<file path="config.mk">
export PLATFORM = sky130hd
export DESIGN_NAME = t09_obstacle_scanner
export DESIGN_NICKNAME = d
export VERILOG_FILES = /design/src/rtl/t09_obstacle_scanner.sv
export SDC_FILE = /design/constraint.sdc
export NUM_CORES = 1
export LEC_CHECK = 0
export BUFFER_PORTS_ARGS = -buffer_cell sky130_fd_sc_hd__buf_2
export CAP_MARGIN = 20
export CORE_MARGIN = 5
export CORE_UTILIZATION = 35
export CTS_CLUSTER_DIAMETER = 150
export CTS_CLUSTER_SIZE = 25
export DETAILED_ROUTE_END_ITERATION = 6
export PLACE_DENSITY_LB_ADDON = 0.3
export SYNTH_ARGS = -nofsm -noshare
export SYNTH_HDL_FRONTEND = slang
export SYNTH_SLANG_ARGS = --single-unit
</file>
<file path="constraint.sdc">
create_clock -name clk -period 2.1 [get_ports clk]
set_clock_uncertainty 0.15 [all_clocks]
set_input_delay 0.525 -clock clk [delete_from_list [all_inputs] [get_ports clk]]
set_output_delay 0.525 -clock clk [all_outputs]
set_load 0.005 [all_outputs]
</file>
<file path="src/rtl/t09_obstacle_scanner.sv">
// Obstacle map reader: walks the playfield row-major through the generator's
// (x,y) query port and streams every occupied cell out on a valid/ready channel.
module t09_obstacle_scanner #(
  parameter int GRID_W = 14,
  parameter int GRID_H = 10
) (
  input  logic       clk,
  input  logic       rst,
  input  logic       s_reset,
  input  logic       start,
  output logic [3:0] qx,
  output logic [3:0] qy,
  input  logic       obstacle,
  output logic       out_valid,
  input  logic       out_ready,
  output logic [3:0] out_x,
  output logic [3:0] out_y,
  output logic       busy,
  output logic       done,
  output logic [7:0] count
);

  localparam logic [3:0] LAST_X = 4'(GRID_W);
  localparam logic [3:0] LAST_Y = 4'(GRID_H);

  typedef enum logic [1:0] {
    IDLE = 2'd0,
    SCAN = 2'd1,
    EMIT = 2'd2,
    DONE = 2'd3
  } state_t;

  state_t     state_r;
  logic       last_cell_s;
  logic [3:0] next_qx_s;
  logic [3:0] next_qy_s;
  logic [7:0] count_inc_s;

  // Next query position in row-major order and saturating beat count.
  always_comb begin
    last_cell_s = (qx == LAST_X) && (qy == LAST_Y);
    next_qx_s   = qx;
    next_qy_s   = qy;
    if (qx == LAST_X) begin
      next_qx_s = 4'd1;
      next_qy_s = qy + 4'd1;
    end else begin
      next_qx_s = qx + 4'd1;
      next_qy_s = qy;
    end
    if (count == 8'hFF) begin
      count_inc_s = count;
    end else begin
      count_inc_s = count + 8'd1;
    end
  end

  // Scanner FSM; every output is a register updated here.
  always_ff @(posedge clk or posedge rst) begin
    if (rst) begin
      state_r   <= IDLE;
      qx        <= 4'd1;
      qy        <= 4'd1;
      out_valid <= 1'b0;
      out_x     <= 4'd0;
      out_y     <= 4'd0;
      busy      <= 1'b0;
      done      <= 1'b0;
      count     <= 8'd0;
    end else if (s_reset) begin
      state_r   <= IDLE;
      qx        <= 4'd1;
      qy        <= 4'd1;
      out_valid <= 1'b0;
      busy      <= 1'b0;
      done      <= 1'b0;
      count     <= 8'd0;
    end else begin
      case (state_r)
        IDLE: begin
          done <= 1'b0;
          if (start) begin
            state_r <= SCAN;
            qx      <= 4'd1;
            qy      <= 4'd1;
            count   <= 8'd0;
            busy    <= 1'b1;
          end else begin
            state_r <= IDLE;
          end
        end
        SCAN: begin
          if (obstacle) begin
            state_r   <= EMIT;
            out_x     <= qx;
            out_y     <= qy;
            out_valid <= 1'b1;
          end else if (last_cell_s) begin
            state_r <= DONE;
            done    <= 1'b1;
          end else begin
            qx <= next_qx_s;
            qy <= next_qy_s;
          end
        end
        EMIT: begin
          // The query port stays parked on the emitted cell until the beat is taken.
          if (out_ready) begin
            out_valid <= 1'b0;
            count     <= count_inc_s;
            if (last_cell_s) begin
              state_r <= DONE;
              done    <= 1'b1;
            end else begin
              state_r <= SCAN;
              qx      <= next_qx_s;
              qy      <= next_qy_s;
            end
          end else begin
            state_r <= EMIT;
          end
        end
        DONE: begin
          state_r <= IDLE;
          done    <= 1'b0;
          busy    <= 1'b0;
        end
        default: begin
          state_r   <= IDLE;
          out_valid <= 1'b0;
          busy      <= 1'b0;
          done      <= 1'b0;
        end
      endcase
    end
  end

endmodule

</file>
==> impl_metrics.ini, run 1 <==
[worst_setup_path]
crit_path_end_kind = flip-flop
path_max_fanout = 4
timing.reg2reg.setup_slack_ns = 0.06
slowest_delay_ns = 0.53
critPathSlowestCell = or4_4
crit_type = flip-flop to flip-flop
r2r_end = count[5]
worstPathRequired_ns = 2.16
reg2reg_from = state_r[1]
start_kind = flip-flop
crit_arrival_ns = 2.10
r2r_cells = 6
crit_chain = buf_4, ha_2, nor2b_1, or2_1, or4_4, a31oi_1

[drt]
drt_iter0_drc = 57
drt-wirelength-per-cell_um = 14.1
route.vias.total = 1544
firstDrtPassIters = 4
drc_errors = 0
vias_per_cell = 5.20
wl_um = 4180
postRouteAntennaNets = 0

[grt]
grt_max_degree = 30
grt_usage_pct = 14.0
antenna_found_initial = 0
grt_pass1_wl_um = 6870
overflow = 0
grt_pass1_vias = 1439

[synth]
netlist-cell-type-count = 44
synth_cells = 182
synth-edff-count = 0
yosysWarnings = 0
async_flop_share_pct = 100
synth_nets = 198
ys_seq_elements = 29
yosysSeqAreaShare_pct = 42.6
synth.avg_cell_area_um2 = 9.39
synthesis.area_mm2 = 0.00171
ys.flop_type = dfrtp_1

[status]
outcome = finished, final reports clean

[layout]
nets = 245
diodes = 0
area_delta_synth_final_pct = 27.3
final_core_util_pct = 46.1
design_area_mm2 = 0.00218
drive_above_1_share_pct = 30.9
layout.cells.non_filler = 297
mostFrequentLayoutCells = buf_2, dfrtp_1, o21ai_0
fill_cells = 461
layout_commonest_cell = buf_2

[floorplanning]
rows = 25
die-area_mm2 = 0.00638
die_w_um = 79.9
die_y_um = 79.9
core_area_mm2 = 0.00472
start_util_pct = 36.2
ioPinCount = 33

[clock_network]
numClockSinks = 29
cts-htree-levels = 2
cts.clk_slew.worst_paths_ns = 0.06
clockBufferDepth = 2
numCtsBuffers = 5
insertion_delay_ns = 0.28
cts_tree = done
cts_root_buf = clkbuf_8

[placement]
io_buffers = 32
dpl.cell_count = 287
place_area_mm2 = 0.00202
hpwl_um = 3020
gp_congestion = 0.813

[timing]
finalCritPeriodShare_pct = 97.1
worstMarginPinSlew_ns = 0.392
min_period_ns = 2.04
setup_violations = 0
final-max-slew-violation-count = 0
max-slew-margin-rel_pct = 73.8
hold_viol = 0
max_freq_mhz = 490
fin_setup_tns_ns = 0

[pwr]
p_switching_uw = 518
combPwrFrac_pct = 30.1
seq_power_share_pct = 40.5
power_switching_share_pct = 31.7
vdd_ir_drop_max_mv = 0.376
p_total_mw = 1.63
power_density_mw_per_mm2 = 751
power_frac_clock_pct = 29.4
internal_power_mw = 1.12
power.leakage_nw = 1.04

[min_path]
holdCritPathClass = primary input to async pin

[flow_run]
drv_cap = 0
==> synth_stat cells (2+ instances only) <==
library cell | instances | share of area, %
a21o_1 | 3 | 1.3
a21oi_1 | 9 | 2.6
a31oi_1 | 6 | 2.2
a41oi_1 | 2 | 1.0
and3_1 | 4 | 1.5
and4_1 | 2 | 1.0
clkbuf_1 | 6 | 1.3
dfrtp_1 | 27 | 40
dfstp_2 | 2 | 3.1
ha_1 | 10 | 7.3
inv_1 | 9 | 2.0
mux2_2 | 4 | 2.6
mux2i_1 | 3 | 1.8
nand2_1 | 15 | 3.3
nand2b_1 | 3 | 1.1
nand3_1 | 11 | 3.2
nand3b_1 | 2 | 0.88
nand4_1 | 9 | 3.3
nand4b_1 | 2 | 1.0
nor2_1 | 4 | 0.88
nor2b_1 | 5 | 1.8
nor3_1 | 2 | 0.59
nor3b_1 | 2 | 0.88
o211ai_1 | 2 | 0.88
o21ai_0 | 17 | 5.0
o31ai_1 | 2 | 0.88
or4_1 | 2 | 0.88
==> timing repair <==
action	in CTS	in global routing
buffers inserted	0	2
hold buffers	0	0
gates resized for setup	1	11
setup endpoints to repair	1	10
cloned	0	0
pin swaps	0	2
==> critical path, delay by kind of cell (launching register included) <==
family / cells / cell delay (ns)
and+or+nand+nor: 3 / 0.91
DFF: 1 / 0.45
adders and majority gates: 1 / 0.16
buffers and inverters: 1 / 0.15
AOI/OAI and AO/OA: 1 / 0.13
==> how the worst max path moves through the flow <==
stage          startpoint        to  slack [ns]  depth (start not counted)
4_1_cts        state_r[1]  count[5]        0.01                          6
6_report       state_r[1]  count[5]        0.06                          6
2_1_floorplan  state_r[0]  count[5]        0.02                          7
3_5_place_dp   state_r[1]  count[5]       -0.03                          6
5_1_grt        state_r[1]  count[7]      -0.009                          7
3_3_place_gp   state_r[1]     qx[3]        0.06                          7
==> power by group through the flow <==
stage / combinational (mW) / sequential (mW) / clock (mW)
global route: 0.554 / 0.673 / 0.517
global placement: 0.436 / 0.668 / 0
CTS: 0.444 / 0.661 / 0.495
detailed placement: 0.438 / 0.672 / 0
finish: 0.492 / 0.662 / 0.480
floorplan: 0.273 / 0.673 / 0
==> final cells by class <==
type,count,area (µm²),area share (%)
inverters,9,33.8,1.55
well taps,67,83.8,3.85
repair buffers,48,280,12.9
flip-flops and latches,29,729,33.5
clock buffers,8,90.1,4.14
multi-input cells,136,958,44.0
==> registers in the layout, indices dropped and copies added (netlist names) <==
name       cells
qy             4
busy           1
out_y          4
count          8
done           1
out_x          4
out_valid      1
state_r        2
qx             4
==> logic make-up (layout without fill, tap and decap cells) <==
logic type                 after synthesis  count (layout)  share of synthesized area, %
AOI/OAI and AO/OA                       52              52                          19.5
adders and majority gates               10              10                          7.32
buffers and inverters                   17              65                          4.17
DFF                                     29              29                          42.6
muxes                                    7               7                          4.39
and+or+nand+nor                         67              67                          22.0
==> layer usage <==
metal,global-route usage (%),share of wire (%),vias up
met3,3.27,4.8,9
met5,0,0,-
met4,7.43,2.2,0
met2,21.3,45,35
met1,18.2,48,722
li1,-,-,778
==> through the flow <==
step	hold WS, ns	setup slack [ns]
6_report	0.151	0.0606
5_1_grt	0.198	-0.00940
4_1_cts	0.163	0.0124
3_5_place_dp	0.313	-0.0257
3_3_place_gp	0.305	0.0627
2_1_floorplan	0.323	0.0208
No activity file was read; power rests on OpenSTA's default activity.
==> inputs of run 2 (changes only) <==
- clock period: 2.1 -> 1.85 ns (I/O delays scaled with it)
==> impl_metrics.ini, run 2 (synthesized netlist as in run 1, its figures left out) <==
[worst_setup_path]
timing.critical_path.from = state_r[1]
crit_path_end_kind = flip-flop
reg2reg_from = state_r[1]
path_max_fanout = 5
r2r_cells = 7
crit_arrival_ns = 2.04
r2r_end = qy[3]
start_kind = flip-flop
crit_type = flip-flop to flip-flop
worstPathRequired_ns = 1.90
timing.reg2reg.setup_slack_ns = -0.14

[timing]
max-slew-margin-rel_pct = 74.9
max_freq_mhz = 504
final-max-slew-violation-count = 0
rsz0062_at_grt = true
hold_viol = 0
setup_violations = 8
finalCritPeriodShare_pct = 107
worst_slack_ns = -0.136
worstMarginPinSlew_ns = 0.376
min_period_ns = 1.99
whs_ns = 0.0922

[layout]
drive_above_1_share_pct = 47.8
top_register = count
mostFrequentLayoutCells = buf_4, buf_2, dfrtp_1
diodes = 0
layout_commonest_cell = buf_4
nets = 266
area_delta_synth_final_pct = 50.0
final_core_util_pct = 54.3
largest_reg_flops = 8

[status]
violations = setup timing
outcome = finished, violations left

[placement]
hpwl_um = 3410
io_buffers = 32
gp_congestion = 0.823

[drt]
firstDrtPassIters = 4
drt-wirelength-per-cell_um = 15.4
route.vias.total = 1718
drc_errors = 0
wl_um = 4890
vias_per_cell = 5.40
postRouteAntennaNets = 0
drt_iter0_drc = 91

[grt]
grt_max_degree = 30
overflow = 0
grt_usage_pct = 16.3
grt_pass1_vias = 1687
antenna_found_initial = 0
grt_pass1_wl_um = 8110

[floorplanning]
die_y_um = 79.9
start_util_pct = 36.2
die_w_um = 79.9
rows = 25
ioPinCount = 33
core_area_mm2 = 0.00472
die-area_mm2 = 0.00638

[pwr]
p_total_mw = 2.19
vdd_ir_drop_max_mv = 0.373
power.leakage_nw = 1.19
power_density_mw_per_mm2 = 855

[flow_run]
drv_cap = 0

[clock_network]
cts-htree-levels = 2
clockBufferDepth = 2
postCtsHoldBufs = 0
numCtsBuffers = 5
cts.clk_slew.worst_paths_ns = 0.07
cts_tree = done
cts_root_buf = clkbuf_8
numClockSinks = 29
insertion_delay_ns = 0.29

[min_path]
holdCritPathClass = primary input to async pin
==> run 2: critical path, cell delays in order, from the launching register on <==
cell	delay [ns]
dfrtp_2	0.45
inv_2	0.08
ha_4	0.18
or3_4	0.42
a41oi_4	0.33
buf_4	0.18
o21ai_2	0.05
o31ai_2	0.06
==> run 2: repair_timing <==
action | 4_1_cts | 5_1_grt
setup buffers | 0 | 4
pin swaps | 2 | 14
endpoints found under the setup margin | 9 | 25
resized for setup | 9 | 35
==> run 2: layer usage <==
layer	wire length [µm]	global-route usage, %	vias to the layer above
met4	77	6.42	0
met2	2240	25.3	44
met3	202	3.72	8
met5	0	0	-
met1	2380	21.9	846
li1	-	-	820
==> run 2: how the worst max path moves through the flow <==
stage,endpoint,slack [ns],depth (start not counted)
after global routing,qy[2],-0.20,7
after global placement,qy[0],-0.01,6
after detailed placement,count[5],-0.09,6
final,qy[3],-0.14,7
after CTS,count[5],-0.09,6
after floorplan,count[5],-0.07,6
==> run 2: final cells by class <==
| type | instances | area [µm²] |
|---|---|---|
| flip-flops and latches | 29 | 729 |
| repair buffers | 69 | 445 |
| clock inverters | 2 | 37.5 |
| multi-input cells | 136 | 1150 |
| well taps | 67 | 83.8 |
| clock buffers | 6 | 82.6 |
| inverters | 9 | 36.3 |
| fillers | 421 | 2160 |
==> run 2: through the flow <==
| stage | worst slack, ns | area (µm²) | setup TNS, ns | std cells |
|---|---|---|---|---|
| 2_1_floorplan | -0.0749 | 1780 | -0.0776 | 182 |
| 3_3_place_gp | -0.0131 | 2220 | -0.0281 | 306 |
| 3_5_place_dp | -0.0860 | 2220 | -0.351 | 306 |
| 4_1_cts | -0.0882 | 2390 | -0.165 | 314 |
| 5_1_grt | -0.203 | 2560 | -1.63 | 318 |
| 6_report | -0.136 | 2560 | -0.906 | 318 |
==> run 2: where the power goes <==
part | internal (mW) | total (mW) | switching [mW]
combinational | 0.356 | 0.742 | 0.386
clock | 0.438 | 0.701 | 0.263
sequential | 0.702 | 0.748 | 0.0452
total | 1.50 | 2.19 | 0.694
==> inputs of run 3 (changes only) <==
- CORE_UTILIZATION: 35 -> 25
- CTS_CLUSTER_SIZE: 25 -> unset
==> impl_metrics.ini, run 3 (synthesized netlist as in run 1, its figures left out) <==
[floorplanning]
die-area_mm2 = 0.00859
core_area_mm2 = 0.00672
start_util_pct = 25.4
die_w_um = 92.7
ioPinCount = 33
rows = 30
die_y_um = 92.7

[worst_setup_path]
crit_arrival_ns = 1.94
crit_path_end_kind = flip-flop
path_max_fanout = 5
critPathSlowestCell = dfrtp_2
crit_family = simple AND/OR/NAND/NOR gates
crit_type = flip-flop to flip-flop
start_kind = flip-flop
slowest_delay_ns = 0.45
worstPathRequired_ns = 1.88
cp.buffers_inverters = 1
crit_chain = inv_2, ha_4, or3_4, a41oi_4, nor3_2, a21o_1

[layout]
fill_cells = 671
nets = 266
multi_input_area_mm2 = 0.00106
largest_reg_flops = 8
layout_commonest_cell = buf_4
mostFrequentLayoutCells = buf_4, buf_2, dfrtp_1
top_register = count
regArea_um2 = 729
area_delta_synth_final_pct = 47.1
drive_above_1_share_pct = 43.4
diodes = 0
design_area_mm2 = 0.00251

[timing]
min_period_ns = 1.92
max_freq_mhz = 522
worstMarginPinSlew_ns = 0.383
final-max-slew-violation-count = 0
setup_violations = 4
whs_ns = 0.101
worst_slack_ns = -0.0669
hold_viol = 0
max-slew-margin-rel_pct = 74.5
finalCritPeriodShare_pct = 104
rsz0062_at_grt = true

[status]
violations = setup timing
outcome = finished, violations left

[clock_network]
numCtsBuffers = 5
cts_tree = done
cts-htree-levels = 2
clockBufferDepth = 2
numClockSinks = 29
cts.clk_slew.worst_paths_ns = 0.07
cts_root_buf = clkbuf_8
insertion_delay_ns = 0.28
postCtsHoldBufs = 0

[pwr]
power_density_mw_per_mm2 = 888
vdd_ir_drop_max_mv = 0.250
power.leakage_nw = 1.18

[min_path]
holdCritPathClass = primary input to async pin

[drt]
postRouteAntennaNets = 0
drt-wirelength-per-cell_um = 14.4
firstDrtPassIters = 4
route.vias.total = 1681
wl_um = 4780
drt_iter0_drc = 49
drc_errors = 0
vias_per_cell = 5.08

[grt]
antenna_found_initial = 0
grt_pass1_wl_um = 7660
grt_max_degree = 30
overflow = 0
grt_usage_pct = 11.2
grt_pass1_vias = 1562

[flow_run]
drv_cap = 0

[placement]
hpwl_um = 3520
io_buffers = 32
gp_congestion = 0.787
place_area_mm2 = 0.00227
## run 3: worst min-delay path: cells and delay by family
kind | cells | cell delay [ns]
buffers and inverters | 3 | 0.48
## run 3: what timing repair did
action	in CTS	in global routing
setup endpoints to repair	11	25
pin swaps	7	6
gates resized for setup	8	17
buffers inserted	1	0
## run 3: final cells by class
cell class              instances  area share (%)
well taps                      80            3.98
clock inverters                 3            2.59
repair buffers                 69            18.1
multi-input cells             136            42.2
flip-flops and latches         29            29.0
clock buffers                   5            2.74
inverters                       9            1.44
## run 3: worst paths after layout
path,from,endpoint,slack (ns),cells after the start
max,state_r[1],qx[3],-0.07,6
min,rst,count[6],0.10,3
max reg2reg,state_r[1],qx[3],-0.07,6
min reg2reg,out_x[2],out_x[2],0.33,2
max in group asynchronous,rst,qy[0],1.13,3
min in group clk,out_x[2],out_x[2],0.33,2
## run 3: layer usage
| metal | track usage (%) | up-vias | share of wire [%] |
|---|---|---|---|
| li1 | - | 819 | - |
| met1 | 14.3 | 812 | 46 |
| met2 | 18.2 | 41 | 48 |
| met3 | 2.52 | 9 | 4.1 |
| met4 | 4.52 | 0 | 1.8 |
| met5 | 0 | - | 0 |
## run 3: metrics by stage
step	util, %	setup WS (ns)	setup TNS (ns)	std cells	power (mW)
after CTS	36.4	-0.0326	-0.0864	331	2.22
after global routing	37.4	-0.126	-0.838	331	2.36
after detailed placement	33.9	-0.0700	-0.353	322	1.38
after global placement	33.9	-0.0238	-0.0784	322	1.37
after floorplan	-	-0.0749	-0.0776	182	1.12
final	37.4	-0.0669	-0.153	331	2.23
## run 3: where the power goes
group	total (mW)	switching [mW]	internal, mW	leakage [nW]
clock network	0.792	0.257	0.535	0.0681
logic	0.691	0.355	0.336	0.723
registers	0.748	0.0458	0.703	0.389
